--- config.mk ---
export PLATFORM = sky130hd
export DESIGN_NAME = fetch_stage_flat
export DESIGN_NICKNAME = d
export VERILOG_FILES = /design/src/rtl/fetch_stage_pkg.sv /design/src/rtl/fetch_stage_if.sv /design/src/rtl/fetch_stage_if_id.sv /design/src/rtl/fetch_stage.sv /design/src/flat_wrapper.sv
export SDC_FILE = /design/constraint.sdc
export NUM_CORES = 1
export LEC_CHECK = 0
export CELL_PAD_IN_SITES_DETAIL_PLACEMENT = 1
export CELL_PAD_IN_SITES_GLOBAL_PLACEMENT = 2
export CORE_MARGIN = 8
export CORE_UTILIZATION = 26
export CTS_BUF_LIST = sky130_fd_sc_hd__clkbuf_8 sky130_fd_sc_hd__clkbuf_16
export CTS_CLUSTER_SIZE = 8
export DETAILED_ROUTE_END_ITERATION = 12
export GPL_TIMING_DRIVEN = 1
export HOLD_SLACK_MARGIN = 0.1
export PLACE_DENSITY = 0.89
export SETUP_SLACK_MARGIN = 0.05
export SLEW_MARGIN = 20
export SYNTH_ARGS = -nofsm -noshare
export SYNTH_HDL_FRONTEND = slang
export SYNTH_SLANG_ARGS = --single-unit
export TNS_END_PERCENT = 100
--- constraint.sdc ---
create_clock -name clk -period 3.14 [get_ports clk]
set_input_delay 0.628 -clock clk [delete_from_list [all_inputs] [get_ports clk]]
set_output_delay 0.628 -clock clk [all_outputs]
set_load 0.005 [all_outputs]
--- src/rtl/fetch_stage_pkg.sv ---
// Shared constants for the MIPS fetch slice.
//  WORD_W     : architectural word width
//  RESET_PC   : default PCF after reset
//  NOP_INSTR  : bubble encoding (sll $0,$0,0) placed in InstrD on flush/wait
//  pc_plus4() : sequential-PC helper, wraps modulo 2^32
package fetch_stage_pkg;
  localparam int unsigned WORD_W = 32;
  localparam logic [WORD_W-1:0] DEFAULT_RESET_PC  = 32'h0000_0000;
  localparam logic [WORD_W-1:0] DEFAULT_NOP_INSTR = 32'h0000_0000;

  typedef logic [WORD_W-1:0] word_t;

  function automatic word_t pc_plus4(input word_t pc);
    return pc + 32'd4;
  endfunction
endpackage

--- src/rtl/fetch_stage_if.sv ---
// Signal bundle between the fetch stage and its neighbours (hazard unit,
// decode, instruction memory).
//  slave  : the fetch stage itself
//  master : everything around it (hazard unit, decode, imem, or a bench)
// Handshake: imem_addr is presented combinationally from pc_f every cycle;
// imem_ready=1 means imem_rdata is the word for imem_addr this cycle and it
// is consumed at the next rising edge. imem_rdata is don't-care otherwise.
// There is no backpressure toward memory: a fetch abandoned by a redirect is
// simply never consumed.
interface fetch_stage_if;
  import fetch_stage_pkg::*;

  logic  stall_f;
  logic  stall_d;
  logic  pc_src_d;
  logic  jump_d;
  word_t pc_branch_d;
  word_t pc_jump_d;
  word_t imem_addr;
  word_t imem_rdata;
  logic  imem_ready;
  word_t pc_f;
  word_t instr_d;
  word_t pc_plus4_d;
  logic  valid_d;

  modport slave (
    input  stall_f, stall_d, pc_src_d, jump_d, pc_branch_d, pc_jump_d,
    input  imem_rdata, imem_ready,
    output imem_addr, pc_f, instr_d, pc_plus4_d, valid_d
  );

  modport master (
    output stall_f, stall_d, pc_src_d, jump_d, pc_branch_d, pc_jump_d,
    output imem_rdata, imem_ready,
    input  imem_addr, pc_f, instr_d, pc_plus4_d, valid_d
  );
endinterface

--- src/rtl/fetch_stage_if_id.sv ---
// IF/ID pipeline register with enable and synchronous clear.
//  clk, rst_n : clock, async active-low reset
//  en         : capture this edge (0 = hold, wins over clr)
//  clr        : when enabled, load a bubble instead of the inputs
//  instr_in, pc_plus4_in : fetched word and its PC+4
//  instr_d, pc_plus4_d, valid_d : registered outputs to decode
module if_id_register
  import fetch_stage_pkg::*;
#(
  parameter word_t NOP_INSTR = DEFAULT_NOP_INSTR
) (
  input  logic  clk,
  input  logic  rst_n,
  input  logic  en,
  input  logic  clr,
  input  word_t instr_in,
  input  word_t pc_plus4_in,
  output word_t instr_d,
  output word_t pc_plus4_d,
  output logic  valid_d
);
  always_ff @(posedge clk or negedge rst_n) begin
    if (!rst_n) begin
      instr_d    <= NOP_INSTR;
      pc_plus4_d <= '0;
      valid_d    <= 1'b0;
    end else if (en) begin
      if (clr) begin
        instr_d    <= NOP_INSTR;
        pc_plus4_d <= '0;
        valid_d    <= 1'b0;
      end else begin
        instr_d    <= instr_in;
        pc_plus4_d <= pc_plus4_in;
        valid_d    <= 1'b1;
      end
    end
  end
endmodule

--- src/rtl/fetch_stage.sv ---
// Instruction-fetch stage: PC register, next-PC select, +4 adder and the
// IF/ID register feeding decode.
//  clk   : rising-edge clock
//  rst_n : asynchronous active-low reset
//  bus   : fetch_stage_if.slave (hazard stalls, decode redirects, imem
//          address/data/ready, PCF and IF/ID outputs)
module fetch_stage
  import fetch_stage_pkg::*;
#(
  parameter word_t RESET_PC  = DEFAULT_RESET_PC,
  parameter word_t NOP_INSTR = DEFAULT_NOP_INSTR
) (
  input  logic          clk,
  input  logic          rst_n,
  fetch_stage_if.slave  bus
);
  word_t pc_q;
  word_t pc_next;
  word_t pc_plus4_f;
  logic  redirect;

  assign pc_plus4_f    = pc_plus4(pc_q);
  assign redirect      = bus.jump_d | bus.pc_src_d;
  assign bus.imem_addr = pc_q;
  assign bus.pc_f      = pc_q;

  // A stall suppresses redirects entirely (the hazard unit re-presents
  // them); otherwise a redirect is taken even during a memory wait, which
  // abandons the in-flight fetch.
  always_comb begin
    pc_next = pc_q;
    if (bus.stall_f)         pc_next = pc_q;
    else if (bus.jump_d)     pc_next = bus.pc_jump_d;
    else if (bus.pc_src_d)   pc_next = bus.pc_branch_d;
    else if (!bus.imem_ready) pc_next = pc_q;
    else                     pc_next = pc_plus4_f;
  end

  always_ff @(posedge clk or negedge rst_n) begin
    if (!rst_n) pc_q <= RESET_PC;
    else        pc_q <= pc_next;
  end

  // Wrong-path slot and memory waits both turn into a bubble in decode.
  if_id_register #(.NOP_INSTR(NOP_INSTR)) u_if_id (
    .clk         (clk),
    .rst_n       (rst_n),
    .en          (!bus.stall_d),
    .clr         (redirect | !bus.imem_ready),
    .instr_in    (bus.imem_rdata),
    .pc_plus4_in (pc_plus4_f),
    .instr_d     (bus.instr_d),
    .pc_plus4_d  (bus.pc_plus4_d),
    .valid_d     (bus.valid_d)
  );

  // Holding decode while fetch advances would drop an instruction.
  a_no_stall_d_without_f: assert property (
    @(posedge clk) disable iff (!rst_n) !(bus.stall_d && !bus.stall_f)
  );
endmodule
--- src/flat_wrapper.sv ---
// flat-port wrapper written by rule: the top's interface ports become plain ports
module fetch_stage_flat import fetch_stage_pkg::*;
#(
  parameter word_t RESET_PC  = DEFAULT_RESET_PC,
  parameter word_t NOP_INSTR = DEFAULT_NOP_INSTR
)
  (clk, rst_n, bus_stall_f, bus_stall_d, bus_pc_src_d, bus_jump_d, bus_pc_branch_d, bus_pc_jump_d, bus_imem_rdata, bus_imem_ready, bus_imem_addr, bus_pc_f, bus_instr_d, bus_pc_plus4_d, bus_valid_d);
  fetch_stage_if bus_i ();
  input  logic clk;
  input  logic rst_n;
  input wire logic [$bits(bus_i.stall_f)-1:0] bus_stall_f;
  input wire logic [$bits(bus_i.stall_d)-1:0] bus_stall_d;
  input wire logic [$bits(bus_i.pc_src_d)-1:0] bus_pc_src_d;
  input wire logic [$bits(bus_i.jump_d)-1:0] bus_jump_d;
  input wire logic [$bits(bus_i.pc_branch_d)-1:0] bus_pc_branch_d;
  input wire logic [$bits(bus_i.pc_jump_d)-1:0] bus_pc_jump_d;
  input wire logic [$bits(bus_i.imem_rdata)-1:0] bus_imem_rdata;
  input wire logic [$bits(bus_i.imem_ready)-1:0] bus_imem_ready;
  output wire logic [$bits(bus_i.imem_addr)-1:0] bus_imem_addr;
  output wire logic [$bits(bus_i.pc_f)-1:0] bus_pc_f;
  output wire logic [$bits(bus_i.instr_d)-1:0] bus_instr_d;
  output wire logic [$bits(bus_i.pc_plus4_d)-1:0] bus_pc_plus4_d;
  output wire logic [$bits(bus_i.valid_d)-1:0] bus_valid_d;
  assign bus_i.stall_f = bus_stall_f;
  assign bus_i.stall_d = bus_stall_d;
  assign bus_i.pc_src_d = bus_pc_src_d;
  assign bus_i.jump_d = bus_jump_d;
  assign bus_i.pc_branch_d = bus_pc_branch_d;
  assign bus_i.pc_jump_d = bus_pc_jump_d;
  assign bus_i.imem_rdata = bus_imem_rdata;
  assign bus_i.imem_ready = bus_imem_ready;
  assign bus_imem_addr = bus_i.imem_addr;
  assign bus_pc_f = bus_i.pc_f;
  assign bus_instr_d = bus_i.instr_d;
  assign bus_pc_plus4_d = bus_i.pc_plus4_d;
  assign bus_valid_d = bus_i.valid_d;
  fetch_stage #(.RESET_PC(RESET_PC), .NOP_INSTR(NOP_INSTR)) u_core (.clk(clk), .rst_n(rst_n), .bus(bus_i));
endmodule
# [Word-level counts from Yosys, hierarchy flattened]
# Index checks and enable logic that the tools add are counted.
# W data, S select, Z words.
[totals] regBits=97 mem_count=0 romBits=0 ram_bits=0 wordCells=17 latch_bits=0
[op_classes] n_eq_ne=0 mux=6 mul=0 order_cmp=0 bitwise=3 div=0 shifts=0 n_reduce_logical=3 add_sub_neg=1
[op_table] op="$mux W32" n=5
[op_table] op="$add A32 B3 Y32 const B" n=1
[op_table] op="$reduce_bool A3 Y1" n=1
[op_table] op="$or A1 B1 Y1" n=2
[op_table] op="$reduce_and A2 Y1" n=1
[op_table] op="$logic_not A1 Y1" n=1
[op_table] op="$mux W1" n=1
[op_table] op="$not A1 Y1" n=1

# [Longest topological paths before layout]
# Gate-level depths: netlist of run 1.
[logic_depth] ltp_word=4 ltp_mapped=8 mapped_depth_nobuf=6

# [Hierarchy]
# A second synthesis of run 1 with hierarchy kept.
[unflattened] hier_cells=654 hier_area_um2=5890.6
[by_module_without_submodules] module="fetch_stage" n_inst=1 area_each_um2=3032.9 cells_per_inst=374
[by_module_without_submodules] module="if_id_register" n_inst=1 area_each_um2=2857.7 cells_per_inst=280

# [Worst setup path after synthesis of run 1]
# No wires, ideal clock.
[synth_path] path_kind="input-to-reg" start="input bus_pc_src_d" end="register u_core.pc_q[12], in the netlist u_core.bus.imem_addr[12]" t_arrival_ps=2005 cell_stages=7 path_buffers=3 setup_time_ps=132 required_time_ps=3008 setup_slack_ps=1003 cell_sequence="clkbuf_1 -> or2_2 -> clkbuf_1 -> buf_1 -> nor2_1 -> a222oi_1 -> o2bb2ai_1"
[synth_between] elab_chain_len=2
[synth_lines] item="start: declaration" line="flat_wrapper.sv:13" source="input wire logic [$bits(bus_i.pc_src_d)-1:0] bus_pc_src_d;"
[synth_lines] item="$reduce_bool A3 Y1 (no source line) or $mux W32 (tied branches)"
[synth_lines] item="$reduce_and A2 Y1 (no source line) or $mux W32 (tied branches)"
[synth_lines] item="end signal: assignment" line="fetch_stage.sv:41" source="else pc_q <= pc_next;"
[synth_lines] item="end: declaration" line="fetch_stage.sv:17" source="word_t pc_q;"
# Several ways; a longest one is shown, not always the timed one.
# A chain may end at the register's enable or synchronous reset.

# [Worst setup path in the final report of run 1]
[layout_path] start="register u_core.pc_q[2], in the netlist u_core.bus.imem_addr[2]" end="register u_core.pc_q[28], in the netlist u_core.bus.imem_addr[28]"
[layout_between] elab_chain_len=4
[layout_lines] item="$add A32 B3 Y32" line="fetch_stage_pkg.sv:14" source="return pc + 32'd4;"
[layout_lines] item="$mux W32" line="fetch_stage.sv:35" source="else if (!bus.imem_ready) pc_next = pc_q;"
[layout_lines] item="$mux W32" line="fetch_stage.sv:34" source="else if (bus.pc_src_d) pc_next = bus.pc_branch_d;"
[layout_lines] item="$mux W32" line="fetch_stage.sv:33" source="else if (bus.jump_d) pc_next = bus.pc_jump_d;"
# No other way between the ends. The select of a mux whose other input is x is not followed.

==> Flow_metrics.wiki, run 1 <==
{| class="wikitable"
! Metric !! Value
|-
| Status || completed
|-
| Maximum number of buffers from clock root to sink || 2
|-
| Most used routing layer in global routing || met2
|-
| Share of power burned in registers || 43.7%
|-
| Leakage dissipation || 3.054 nW
|-
| Floorplan Core Area || 19,210 sq um
|-
| Count of hold buffers inserted by post-cts repair || 0
|-
| Final period demand of the worst path || 2.528 ns
|-
| Setup CP Type || reg -> reg
|-
| Average size of a mapped cell || 9.633 sq um
|-
| Synthesized cell area || 5019 sq um
|-
| Final Hold Viols || 0
|-
| Clock Sinks || 97
|-
| Area post-placement || 7366 sq um
|-
| Setup Buffers After CTS || 0
|-
| Clock transition at path regs || 0.07 ns
|-
| Initial detailed-routing violation count || 241
|-
| R2R depth || 6
|-
| Total number of H-tree levels || 3
|-
| Largest vdd supply drop || 0.1950 mV
|-
| Pint || 2.449 mW
|-
| Post-synthesis register bit count || 97
|-
| Type of the tightest min-delay check || in -> async
|-
| Required time of the worst setup path || 3.41 ns
|-
| Category of the worst setup path capture point || flip-flop
|-
| Port bufs || 231
|-
| Routability Congestion || 0.7637
|-
| Area of the die || 24,000 sq um
|-
| Worst reg2reg endpoint || u_core.bus.imem_addr[28]
|-
| Total vias in the final route || 4,890
|-
| Wire length reported by the detailed router || 21.07 mm
|-
| Pwr/cell area || 447.8 nW/um^2
|-
| Total net switching power || 0.9843 mW
|-
| Area of all placed cells without fillers || 7667 sq um
|-
| TritonCTS clock tree || yes
|-
| Boundary pin count || 232
|-
| Detail Placement HPWL || 16.04 mm
|-
| Pre-antenna DRT Iters || 5
|-
| Final Slew Violations || 0
|-
| Total Routing Usage GR || 17.48%
|-
| Slew at the pin closest to its max-slew limit || 0.7618 ns
|-
| Post-DRT Antenna Nets || 0
|-
| Worst-case headroom to the max-slew limit || 49.21%
|-
| Post-Synthesis Cells || 521
|-
| Post-Synthesis Net Count || 625
|-
| Net count of the finished layout || 809
|-
| Clock tree root buffer cell || sky130_fd_sc_hd__clkbuf_16
|-
| Antenna violations before repair || 3
|-
| Die boundary height || 154.9 microns
|-
| Portion of total power attributed to the clock network || 32.6%
|-
| Relative contribution of combinational cells to total power || 23.6%
|-
| Net switching fraction of the power || 28.67%
|-
| Share of final-layout standard cells stronger than drive strength 1 || 6.056%
|-
| Critical Path Source Type || flip-flop
|-
| Netlist cell types || 43
|-
| Pin count of the biggest net entering global routing || 43
|-
| Grt met2 use || 30.15%
|-
| Worst-Skew Late Latency || 0.35 ns
|-
| Share of the clock period used by the worst path after layout || 80.51%
|-
| Via count of the first global-routing pass || 5,489
|-
| Number of cell rows || 51
|-
| Total Negative Setup Slacks || 0 ns
|-
| Count of max-cap constraint violations || 0
|-
| Initial Util || 26.13%
|-
| Vias per Instance || 5.000
|-
| Count of synthesis-stage warnings from yosys || 0
|-
| Area growth, synth to finish || 52.78%
|-
| Number of flops mapped to enable cells by yosys || 0
|-
| Final Skew || 0.007429 ns
|-
| Horiz. Die Dim || 154.9 microns
|-
| Post-synthesis sequential area ratio || 48.37%
|-
| Async set or reset register ratio after synthesis || 100.0%
|-
| DRC Markers || 0
|-
| Num CTS Buffers || 9
|-
| Met1 Usage GRT || 20.14%
|-
| Setup repair after global routing missed its margin || false
|-
| Launch point of the worst reg-to-reg path || u_core.bus.imem_addr[2]
|-
| Met3 global-route usage || 3.578%
|-
| Largest fanout on the critical path || 9
|-
| Number of setup violations in the final report || 0
|-
| Flop-to-flop setup slack || 0.61 ns
|-
| Dpl ws || 0.5846 ns
|-
| Most used DFF post-synth || sky130_fd_sc_hd__dfrtp_1
|-
| Arrival @ worst endpoint || 2.80 ns
|-
| Overall overflow remaining after global route || 0
|-
| Average wire per standard cell || 21.54 microns
|-
| Wire length of the first global-routing pass || 32.69 mm
|-
| Final worst setup slack || 0.6119 ns
|-
| Achievable clock frequency || 0.3956 GHz
|-
| Cts repair resizes || 0
|}
-- layout make-up --
type,instances,area (sq um)
inverters,9,33.78
multi-input cells,343,2168
fillers,2147,11540
diodes,3,7.507
clock buffers,9,225.2
flip-flops and latches,97,2427
well taps,265,331.6
repair buffers,245,2405
clock inverters,7,68.82
-- cells in the final DEF, fill, tap and decap left out, types with 4 or more instances in the layout --
cell type and count:
sky130_fd_sc_hd__clkdlybuf4s50_1 228, sky130_fd_sc_hd__dfrtp_1 97, sky130_fd_sc_hd__o21ai_0 57, sky130_fd_sc_hd__nand2_1 52, sky130_fd_sc_hd__a22o_1 39, sky130_fd_sc_hd__nor2_1 30
sky130_fd_sc_hd__xnor2_1 20, sky130_fd_sc_hd__a21oi_1 20, sky130_fd_sc_hd__buf_4 15, sky130_fd_sc_hd__a22oi_1 12, sky130_fd_sc_hd__nand4_1 10, sky130_fd_sc_hd__inv_1 10
sky130_fd_sc_hd__a222oi_1 10, sky130_fd_sc_hd__nand3_1 9, sky130_fd_sc_hd__o31a_1 9, sky130_fd_sc_hd__clkbuf_16 9, sky130_fd_sc_hd__xor2_1 8, sky130_fd_sc_hd__o2bb2ai_1 8
sky130_fd_sc_hd__o22ai_1 7, sky130_fd_sc_hd__and3_1 6, sky130_fd_sc_hd__nor4_1 5, sky130_fd_sc_hd__or2_2 4, sky130_fd_sc_hd__nor3_1 4
-- worst max-delay path: stages, from the launching register on --
cell and delay (ns):
sky130_fd_sc_hd__dfrtp_1 0.54, sky130_fd_sc_hd__ha_1 0.32, sky130_fd_sc_hd__and4_1 0.32, sky130_fd_sc_hd__nand2_1 0.21, sky130_fd_sc_hd__nor4_1 0.63, sky130_fd_sc_hd__a222oi_1 0.22, sky130_fd_sc_hd__o2bb2ai_1 0.20
-- power groups by stage --
stage	combinational [mW]	clock [mW]	sequential [mW]
after global placement	0.802	0	1.52
after CTS	0.827	1.15	1.50
after floorplan	0.354	0	1.47
after global routing	0.880	1.19	1.52
after detailed placement	0.821	0	1.53
final	0.811	1.12	1.50
-- Yosys cell counts, types with 7 or more instances --
master,count,area (sq um)
sky130_fd_sc_hd__o2bb2ai_1,8,70.07
sky130_fd_sc_hd__a21oi_1,20,100.1
sky130_fd_sc_hd__o31a_1,9,78.83
sky130_fd_sc_hd__o22ai_1,7,43.79
sky130_fd_sc_hd__nand4_1,10,62.56
sky130_fd_sc_hd__o21ai_0,57,285.3
sky130_fd_sc_hd__a22o_1,39,341.6
sky130_fd_sc_hd__nand2_1,52,195.2
sky130_fd_sc_hd__inv_1,9,33.78
sky130_fd_sc_hd__a22oi_1,12,90.09
sky130_fd_sc_hd__dfrtp_1,97,2427
sky130_fd_sc_hd__nor2_1,32,120.1
sky130_fd_sc_hd__xor2_1,8,70.07
sky130_fd_sc_hd__a222oi_1,10,100.1
sky130_fd_sc_hd__buf_4,32,240.2
sky130_fd_sc_hd__xnor2_1,20,175.2
sky130_fd_sc_hd__clkbuf_1,35,131.4
sky130_fd_sc_hd__nand3_1,9,45.04
-- sequential cells by signal (all words and copies together), names as in the netlist --
register                   flops
u_core.u_if_id.instr_d        32
u_core.bus.imem_addr          32
u_core.u_if_id.valid_d         1
u_core.u_if_id.pc_plus4_d     32
-- per-stage QoR --
step / utilization (%) / total power [mW] / instances / hold WS [ns]
final: 39.92 / 3.434 / 978 / 0.2681
after CTS: 39.88 / 3.478 / 975 / 0.2813
after floorplan: - / 1.824 / 521 / 0.3324
after global placement: 38.35 / 2.322 / 959 / 0.4700
after global routing: 39.92 / 3.597 / 978 / 0.2957
after detailed placement: 38.35 / 2.348 / 959 / 0.4765
-- how the worst max path moves through the flow --
stage / start / endpoint / slack [ns] / cells past startpoint
finish: u_core.bus.imem_addr[2] / u_core.bus.imem_addr[28] / 0.61 / 6
global route: u_core.bus.imem_addr[2] / u_core.bus.imem_addr[28] / 0.34 / 6
CTS: u_core.bus.imem_addr[2] / u_core.bus.imem_addr[28] / 0.59 / 6
detailed placement: u_core.bus.imem_addr[2] / u_core.bus.imem_addr[28] / 0.58 / 6
global placement: bus_pc_src_d / u_core.bus.imem_addr[26] / 0.67 / 7
floorplan: bus_pc_src_d / u_core.bus.imem_addr[12] / 1.00 / 7
-- per-layer routing --
layer  wire length, microns  vias up
met5                      0        -
met4                    770        0
met3                   1109       35
met2                  10700      155
met1                   8485     2461
li1                       -     2239
-- cells by family after synthesis --
logic type               share of synthesized area, %
adder cells (fa/ha/maj)                        0.2493
flip-flops                                      48.37
AND/OR/NAND/NOR                                 13.31
XOR/XNOR                                        4.887
AO/OA/AOI/OAI                                   24.06
multiplexers                                   0.5984
buffers and inverters                           8.527
Power figures use the tool's default switching activity.
==> run 2: changes to the inputs <==
CORE_UTILIZATION = 21   (was 26)
PLACE_DENSITY = 0.78   (was 0.89)
clock period = 2.2 ns   (was 3.14 ns; I/O delays follow)
==> run 2 against run 1 <==
Against the previous run: core utilization shrank 5.4 points; setup slack got worse by 0.45 ns; via count rose by 0.84%; register-to-register slack worse by 0.45 ns; worst hold slack improved by 0.14 ns; flip-flop and latch count unchanged; non-clock buffer count rose by 37; sequential share of layout area decreased by 1.7 points; critical endpoint is now u_core.bus.imem_addr[26]; largest cell class is now non-clock buffers.
==> Flow_metrics.wiki, run 2 (synthesized netlist as in run 1, its figures left out) <==
{| class="wikitable"
! Metric !! Value
|-
| Final Skew || 0.01074 ns (was 0.007429 ns)
|-
| Clock Sinks || 97 (unchanged)
|-
| Num CTS Buffers || 9 (unchanged)
|-
| Initial Util || 21.38% (was 26.13%)
|-
| Final Hold Viols || 0 (unchanged)
|-
| Initial detailed-routing violation count || 180 (was 241)
|-
| Type of the tightest min-delay check || in -> reg (was in -> async)
|-
| Wire length of the first global-routing pass || 33.32 mm (was 32.69 mm)
|-
| Dpl ws || -0.02454 ns (was 0.5846 ns)
|-
| DRC Markers || 0 (unchanged)
|-
| Crit path cell chain || nand4_2 -> or4_4 -> or3_4 -> o31a_1 -> o22ai_1 (was ha_1 -> and4_1 -> nand2_1 -> nor4_1 -> a222oi_1 -> o2bb2ai_1)
|-
| Wire length reported by the detailed router || 22.02 mm (was 21.07 mm)
|-
| Setup CP Type || reg -> reg (unchanged)
|-
| Launch point of the worst reg-to-reg path || u_core.bus.imem_addr[10] (was u_core.bus.imem_addr[2])
|-
| Arrival @ worst endpoint || 2.30 ns (was 2.80 ns)
|-
| Area of the die || 29,100 sq um (was 24,000 sq um)
|-
| Worst-Skew Late Latency || 0.35 ns (about the same)
|-
| Flop-to-flop setup slack || 0.16 ns (was 0.61 ns)
|-
| Share of final-layout standard cells stronger than drive strength 1 || 10.84% (was 6.056%)
|-
| Average wire per standard cell || 20.59 microns (was 21.54 microns)
|-
| Clock transition at path regs || 0.07 ns (about the same)
|-
| Final worst setup slack || 0.1571 ns (was 0.6119 ns)
|-
| Area growth, synth to finish || 61.31% (was 52.78%)
|-
| Most common cell after layout, fill and taps aside || sky130_fd_sc_hd__clkdlybuf4s50_1 (unchanged)
|-
| Floorplan Core Area || 23,470 sq um (was 19,210 sq um)
|-
| Area post-placement || 7804 sq um (was 7366 sq um)
|-
| Leakage dissipation || 3.251 nW (was 3.054 nW)
|-
| Number of cells on the critical path || 5 (was 6)
|-
| Worst reg2reg endpoint || u_core.bus.imem_addr[26] (was u_core.bus.imem_addr[28])
|-
| Status || completed (unchanged)
|-
| Final period demand of the worst path || 2.043 ns (was 2.528 ns)
|-
| Required time of the worst setup path || 2.46 ns (was 3.41 ns)
|-
| Commonest cells after routing, fill and taps aside || 228 x sky130_fd_sc_hd__clkdlybuf4s50_1, 97 x sky130_fd_sc_hd__dfrtp_1, 57 x sky130_fd_sc_hd__o21ai_0 (unchanged)
|-
| Post-route met1 wirelength || 8.881 mm (was 8.485 mm)
|-
| Horiz. Die Dim || 170.6 microns (was 154.9 microns)
|-
| Pre-antenna DRT Iters || 8 (was 5)
|-
| Total Power Consumption || 4.930 mW (was 3.434 mW)
|-
| Net count of the finished layout || 846 (was 809)
|-
| Count of max-cap constraint violations || 0 (unchanged)
|-
| Number of setup violations in the final report || 0 (unchanged)
|-
| Clock tree root buffer cell || sky130_fd_sc_hd__clkbuf_16 (unchanged)
|-
| Pwr/cell area || 609.1 nW/um^2 (was 447.8 nW/um^2)
|-
| Cell family with the largest share of critical-path delay || simple AND/OR/NAND/NOR gates (unchanged)
|-
| R2R depth || 5 (was 6)
|-
| Total number of H-tree levels || 3 (unchanged)
|-
| Startpoint of the most critical hold path || bus_stall_d
|-
| Cell depth of the worst min-delay path || 3
|-
| Largest fanout on the critical path || 6 (was 9)
|-
| Number of cell rows || 56 (was 51)
|-
| Share of the clock period used by the worst path after layout || 92.86% (was 80.51%)
|-
| Detail Placement HPWL || 17.19 mm (was 16.04 mm)
|-
| Total Routing Usage GR || 15.08% (was 17.48%)
|-
| Largest stage delay, worst path || 0.61 ns (was 0.63 ns)
|-
| Met3 Wirelength || 1.223 mm (was 1.109 mm)
|-
| Routability Congestion || 0.7654 (was 0.7637)
|-
| Hold Worst Slack || 0.4129 ns (was 0.2681 ns)
|-
| Final Slew Violations || 0 (unchanged)
|-
| Slew at the pin closest to its max-slew limit || 0.5429 ns (was 0.7618 ns)
|-
| Vias per Instance || 4.613 (was 5.000)
|-
| TritonCTS clock tree || yes (unchanged)
|-
| Max Used Layer || met5 (was met4)
|-
| Maximum number of buffers from clock root to sink || 2 (unchanged)
|-
| Critical Path Source Type || flip-flop (unchanged)
|-
| Worst hold endpoint || u_core.u_if_id.pc_plus4_d[9]
|-
| Achievable clock frequency || 0.4895 GHz (was 0.3956 GHz)
|-
| Wire length on met2 || 11.49 mm (was 10.70 mm)
|-
| Post-DRT Antenna Nets || 0 (unchanged)
|-
| Buffering stage count on the worst path with inverters included || 0 (unchanged)
|-
| Slowest stage cell, crit path || sky130_fd_sc_hd__or4_4 (was sky130_fd_sc_hd__nor4_1)
|-
| Total Negative Setup Slacks || 0 ns (unchanged)
|-
| Via count of the first global-routing pass || 5,434 (was 5,489)
|-
| Area of all placed cells without fillers || 8095 sq um (was 7667 sq um)
|-
| Die boundary height || 170.6 microns (was 154.9 microns)
|-
| Worst-case headroom to the max-slew limit || 63.53% (was 49.21%)
|-
| Category of the worst setup path capture point || flip-flop (unchanged)
|-
| Total vias in the final route || 4,931 (was 4,890)
|-
| Port bufs || 231 (unchanged)
|-
| Overall overflow remaining after global route || 0 (unchanged)
|-
| Pin count of the biggest net entering global routing || 64 (was 43)
|-
| Largest vdd supply drop || 0.2547 mV (was 0.1950 mV)
|-
| Antenna violations before repair || 4 (was 3)
|-
| Setup repair after global routing missed its margin || true (was false)
|-
| Boundary pin count || 232 (unchanged)
|}
[run 2: changes by cell type in the layout (fill, tap and decap cells not counted)]
| cell | previous run | this run |
|---|---|---|
| sky130_fd_sc_hd__buf_4 | 15 | 43 |
| sky130_fd_sc_hd__clkinvlp_4 | 1 | 3 |
| sky130_fd_sc_hd__nand2_1 | 52 | 51 |
| sky130_fd_sc_hd__inv_6 | 2 | 1 |
| sky130_fd_sc_hd__bufinv_16 | 1 | 0 |
| sky130_fd_sc_hd__buf_12 | 0 | 8 |
| sky130_fd_sc_hd__inv_1 | 10 | 9 |
| sky130_fd_sc_hd__clkinv_2 | 2 | 3 |
| sky130_fd_sc_hd__nand2_2 | 0 | 1 |
| sky130_fd_sc_hd__dlygate4sd3_1 | 0 | 1 |
[run 2: cell type report]
class	instances	area, sq um
sequential	97	2427
inverter	9	33.78
clock inverter	7	46.29
fill	2687	15380
tap	319	399.1
multi-input combinational	343	2171
timing repair buffer	282	2785
antenna	3	7.507
clock buffer	9	225.2
[run 2: where the power goes]
part / total (mW) / switching [mW] / internal [mW]
Combinational: 1.38 / 0.575 / 0.802
Clock: 1.51 / 0.740 / 0.766
Sequential: 2.05 / 0.135 / 1.91
[run 2: how the worst max path moves through the flow]
stage / from / endpoint / slack [ns]
6_report: u_core.bus.imem_addr[10] / u_core.bus.imem_addr[26] / 0.16
3_3_place_gp: bus_pc_src_d / u_core.u_if_id.pc_plus4_d[20] / 0.02
4_1_cts: u_core.bus.imem_addr[2] / u_core.bus.imem_addr[26] / 0.12
5_1_grt: u_core.bus.imem_addr[8] / u_core.bus.imem_addr[22] / 0.005
3_5_place_dp: bus_pc_src_d / u_core.u_if_id.pc_plus4_d[10] / -0.02
2_1_floorplan: u_core.bus.imem_addr[10] / u_core.bus.imem_addr[26] / 0.14
[run 2: worst register-to-register path, stage by stage (launching register included)]
cell and delay, ns:
sky130_fd_sc_hd__dfrtp_1 0.37, sky130_fd_sc_hd__nand4_2 0.20, sky130_fd_sc_hd__or4_4 0.61, sky130_fd_sc_hd__or3_4 0.37, sky130_fd_sc_hd__o31a_1 0.25, sky130_fd_sc_hd__o22ai_1 0.15
[run 2: timing repair]
action	4_1_cts	5_1_grt
hold endpoints to repair	30	0
resized for setup	0	1
hold buffers	1	0
setup endpoints to repair	0	6
setup buffers	0	0
[run 2: routing by layer]
metal	vias to the layer above	track usage, %
li1	2313	-
met1	2474	17.63
met2	123	27.02
met3	19	3.134
met4	2	5.034
met5	-	0
[run 2: per-stage QoR]
step | std cells | util [%]
after floorplan | 521 | -
after global placement | 1049 | 33.25
after detailed placement | 1049 | 33.25
after CTS | 1066 | 34.45
after global routing | 1069 | 34.49
final | 1069 | 34.49
==> run 3: changes to the inputs <==
MAX_ROUTING_LAYER = met4   (was not set)
==> run 3 against run 2 <==
Against the previous run: clock skew about the same; routed wire length grew 0.19%; combinational power barely moved; sequential share of layout area about the same; sequential power barely moved; critical path depth is 1 higher; worst hold slack improved by 0.0020 ns; register-to-register slack about the same; highest routed layer is now met4.
==> Flow_metrics.wiki, run 3 (synthesized netlist as in run 1, its figures left out) <==
{| class="wikitable"
! Metric !! Value
|-
| DRC Markers || 0 (unchanged)
|-
| Commonest cells after routing, fill and taps aside || 228 x sky130_fd_sc_hd__clkdlybuf4s50_1, 97 x sky130_fd_sc_hd__dfrtp_1, 57 x sky130_fd_sc_hd__o21ai_0 (unchanged)
|-
| Slew at the pin closest to its max-slew limit || 0.5552 ns (was 0.5429 ns)
|-
| Final Slew Violations || 0 (unchanged)
|-
| Net switching fraction of the power || 29.31% (was 29.41%)
|-
| Wire length of the first global-routing pass || 33.21 mm (was 33.32 mm)
|-
| Filler cell count in the final layout || 2,687 (unchanged)
|-
| Post-DRT Antenna Nets || 0 (unchanged)
|-
| Boundary pin count || 232 (unchanged)
|-
| Number of cell rows || 56 (unchanged)
|-
| Clock Sinks || 97 (unchanged)
|-
| Number of setup violations in the final report || 0 (unchanged)
|-
| Final period demand of the worst path || 2.057 ns (was 2.043 ns)
|-
| Setup repair after global routing missed its margin || true (unchanged)
|-
| Startpoint of the most critical hold path || bus_stall_d (unchanged)
|-
| Clock transition at path regs || 0.07 ns (about the same)
|-
| Horiz. Die Dim || 170.6 microns (unchanged)
|-
| Count of max-cap constraint violations || 0 (unchanged)
|-
| Initial detailed-routing violation count || 176 (was 180)
|-
| Setup CP Type || reg -> reg (unchanged)
|-
| Relative contribution of combinational cells to total power || 28.0% (was 27.9%)
|-
| Share of the clock period used by the worst path after layout || 93.48% (was 92.86%)
|-
| Wire length reported by the detailed router || 22.06 mm (was 22.02 mm)
|-
| Flop-to-flop setup slack || 0.14 ns (was 0.16 ns)
|-
| Worst-Skew Late Latency || 0.35 ns (about the same)
|-
| Overall overflow remaining after global route || 0 (unchanged)
|-
| Achievable clock frequency || 0.4863 GHz (was 0.4895 GHz)
|-
| Antenna violations before repair || 4 (unchanged)
|-
| Worst hold endpoint || u_core.u_if_id.pc_plus4_d[7] (was u_core.u_if_id.pc_plus4_d[9])
|-
| Clock tree root buffer cell || sky130_fd_sc_hd__clkbuf_16 (unchanged)
|-
| Pwr/cell area || 608.0 nW/um^2 (was 609.1 nW/um^2)
|-
| Pint || 3.480 mW (about the same)
|-
| Pre-antenna DRT Iters || 4 (was 8)
|-
| Area of all placed cells without fillers || 8098 sq um (was 8095 sq um)
|-
| Total number of H-tree levels || 3 (unchanged)
|-
| Floorplan Core Area || 23,470 sq um (unchanged)
|-
| Routability Congestion || 0.7734 (was 0.7654)
|-
| Type of the tightest min-delay check || in -> reg (unchanged)
|-
| Share of power burned in registers || 41.6% (was 41.5%)
|-
| Critical Path Source Type || flip-flop (unchanged)
|-
| Post-route met1 wirelength || 9.206 mm (was 8.881 mm)
|-
| Final Hold Viols || 0 (unchanged)
|-
| Cell depth of the worst min-delay path || 3 (unchanged)
|-
| Worst-case headroom to the max-slew limit || 62.70% (was 63.53%)
|-
| Largest vdd supply drop || 0.2542 mV (was 0.2547 mV)
|-
| Net count of the finished layout || 846 (unchanged)
|-
| Worst reg2reg endpoint || u_core.bus.imem_addr[22] (was u_core.bus.imem_addr[26])
|-
| Max Used Layer || met4 (was met5)
|-
| Largest fanout on the critical path || 9 (was 6)
|-
| Portion of total power attributed to the clock network || 30.4% (was 30.5%)
|-
| Arrival @ worst endpoint || 2.33 ns (was 2.30 ns)
|-
| Met3 Wirelength || 905 microns (was 1.223 mm)
|-
| Area growth, synth to finish || 61.36% (was 61.31%)
|-
| Placed cell count || 1,049 (unchanged)
|-
| Required time of the worst setup path || 2.47 ns (was 2.46 ns)
|-
| Initial Util || 21.38% (unchanged)
|-
| Via count of the first global-routing pass || 5,471 (was 5,434)
|-
| Most common cell after layout, fill and taps aside || sky130_fd_sc_hd__clkdlybuf4s50_1 (unchanged)
|-
| Num CTS Buffers || 9 (unchanged)
|-
| Final cell count without fillers || 1,070 (was 1,069)
|-
| Detail Placement HPWL || 17.19 mm (unchanged)
|-
| Area post-placement || 7804 sq um (unchanged)
|-
| Launch point of the worst reg-to-reg path || u_core.bus.imem_addr[8] (was u_core.bus.imem_addr[10])
|-
| Wire length on met2 || 11.54 mm (was 11.49 mm)
|-
| Status || completed (unchanged)
|-
| Total Routing Usage GR || 15.51% (was 15.08%)
|-
| R2R depth || 6 (was 5)
|-
| Die boundary height || 170.6 microns (unchanged)
|-
| Total vias in the final route || 4,871 (was 4,931)
|-
| Total net switching power || 1.443 mW (was 1.450 mW)
|-
| Pin count of the biggest net entering global routing || 64 (unchanged)
|-
| Leakage dissipation || 3.251 nW (about the same)
|-
| Maximum number of buffers from clock root to sink || 2 (unchanged)
|-
| Share of final-layout standard cells stronger than drive strength 1 || 10.84% (unchanged)
|-
| TritonCTS clock tree || yes (unchanged)
|-
| Average wire per standard cell || 20.61 microns (was 20.59 microns)
|-
| Vias per Instance || 4.552 (was 4.613)
|-
| Port bufs || 231 (unchanged)
|-
| Final Skew || 0.01036 ns (was 0.01074 ns)
|-
| Category of the worst setup path capture point || flip-flop (unchanged)
|-
| Area of the die || 29,100 sq um (unchanged)
|}
## run 3: cell count changes in the layout (fill, tap and decap cells not counted), sizes merged
cell | previous run | this run
diode | 3 | 4
## run 3: worst max path at each step
stage,from,endpoint,slack (ns),depth (start not counted)
2_1_floorplan,u_core.bus.imem_addr[10],u_core.bus.imem_addr[26],0.14,6
3_5_place_dp,bus_pc_src_d,u_core.u_if_id.pc_plus4_d[10],-0.02,6
5_1_grt,u_core.bus.imem_addr[8],u_core.bus.imem_addr[22],0.003,6
3_3_place_gp,bus_pc_src_d,u_core.u_if_id.pc_plus4_d[20],0.02,6
6_report,u_core.bus.imem_addr[8],u_core.bus.imem_addr[22],0.14,6
4_1_cts,u_core.bus.imem_addr[2],u_core.bus.imem_addr[26],0.12,6
## run 3: repair_timing
item / in CTS / in global routing
hold buffers: 1 / 0
gates resized for setup: 0 / 1
hold endpoints to repair: 30 / 0
endpoints found under the setup margin: 0 / 6
setup buffers: 0 / 0
## run 3: through the flow
step           total power [mW]  TNS [ns]  util, %  hold WS, ns  setup slack [ns]
6_report                  4.923         0    34.50       0.4149            0.1435
5_1_grt                   5.158         0    34.50       0.4427          0.002911
4_1_cts                   5.010         0    34.45       0.4104            0.1201
3_5_place_dp              3.484  -0.05735    33.25       0.4292          -0.02454
3_3_place_gp              3.461         0    33.25       0.4252           0.02338
2_1_floorplan             2.603         0        -       0.1444            0.1418
## run 3: layer usage
metal / vias up / track usage, %
met5: - / -
met4: 0 / 5.721
met3: 17 / 2.328
met2: 107 / 27.03
met1: 2435 / 17.83
li1: 2312 / -
## run 3: power groups by stage
stage | Sequential, mW | Combinational (mW) | Clock [mW]
final | 2.05 | 1.38 | 1.50
after global routing | 2.07 | 1.49 | 1.60
after CTS | 2.05 | 1.41 | 1.55
after detailed placement | 2.08 | 1.40 | 0
after global placement | 2.08 | 1.38 | 0
after floorplan | 2.10 | 0.505 | 0
## run 3: cell type report
| type | count | area (sq um) | share of cell area [%] |
|---|---|---|---|
| inverter | 9 | 33.78 | 0.4172 |
| clock inverter | 7 | 46.29 | 0.5717 |
| antenna | 4 | 10.01 | 0.1236 |
| sequential | 97 | 2427 | 29.98 |
| clock buffer | 9 | 225.2 | 2.781 |
| tap | 319 | 399.1 | 4.929 |
| timing repair buffer | 282 | 2785 | 34.39 |
| multi-input combinational | 343 | 2171 | 26.81 |
## run 3: worst max-delay path, cell delays in order (launching register included)
cell and delay [ns]:
sky130_fd_sc_hd__dfrtp_1 0.56, sky130_fd_sc_hd__nand3_1 0.27, sky130_fd_sc_hd__nor4_2 0.49, sky130_fd_sc_hd__buf_12 0.17, sky130_fd_sc_hd__nand2_1 0.09, sky130_fd_sc_hd__o31a_1 0.25, sky130_fd_sc_hd__o21ai_0 0.15
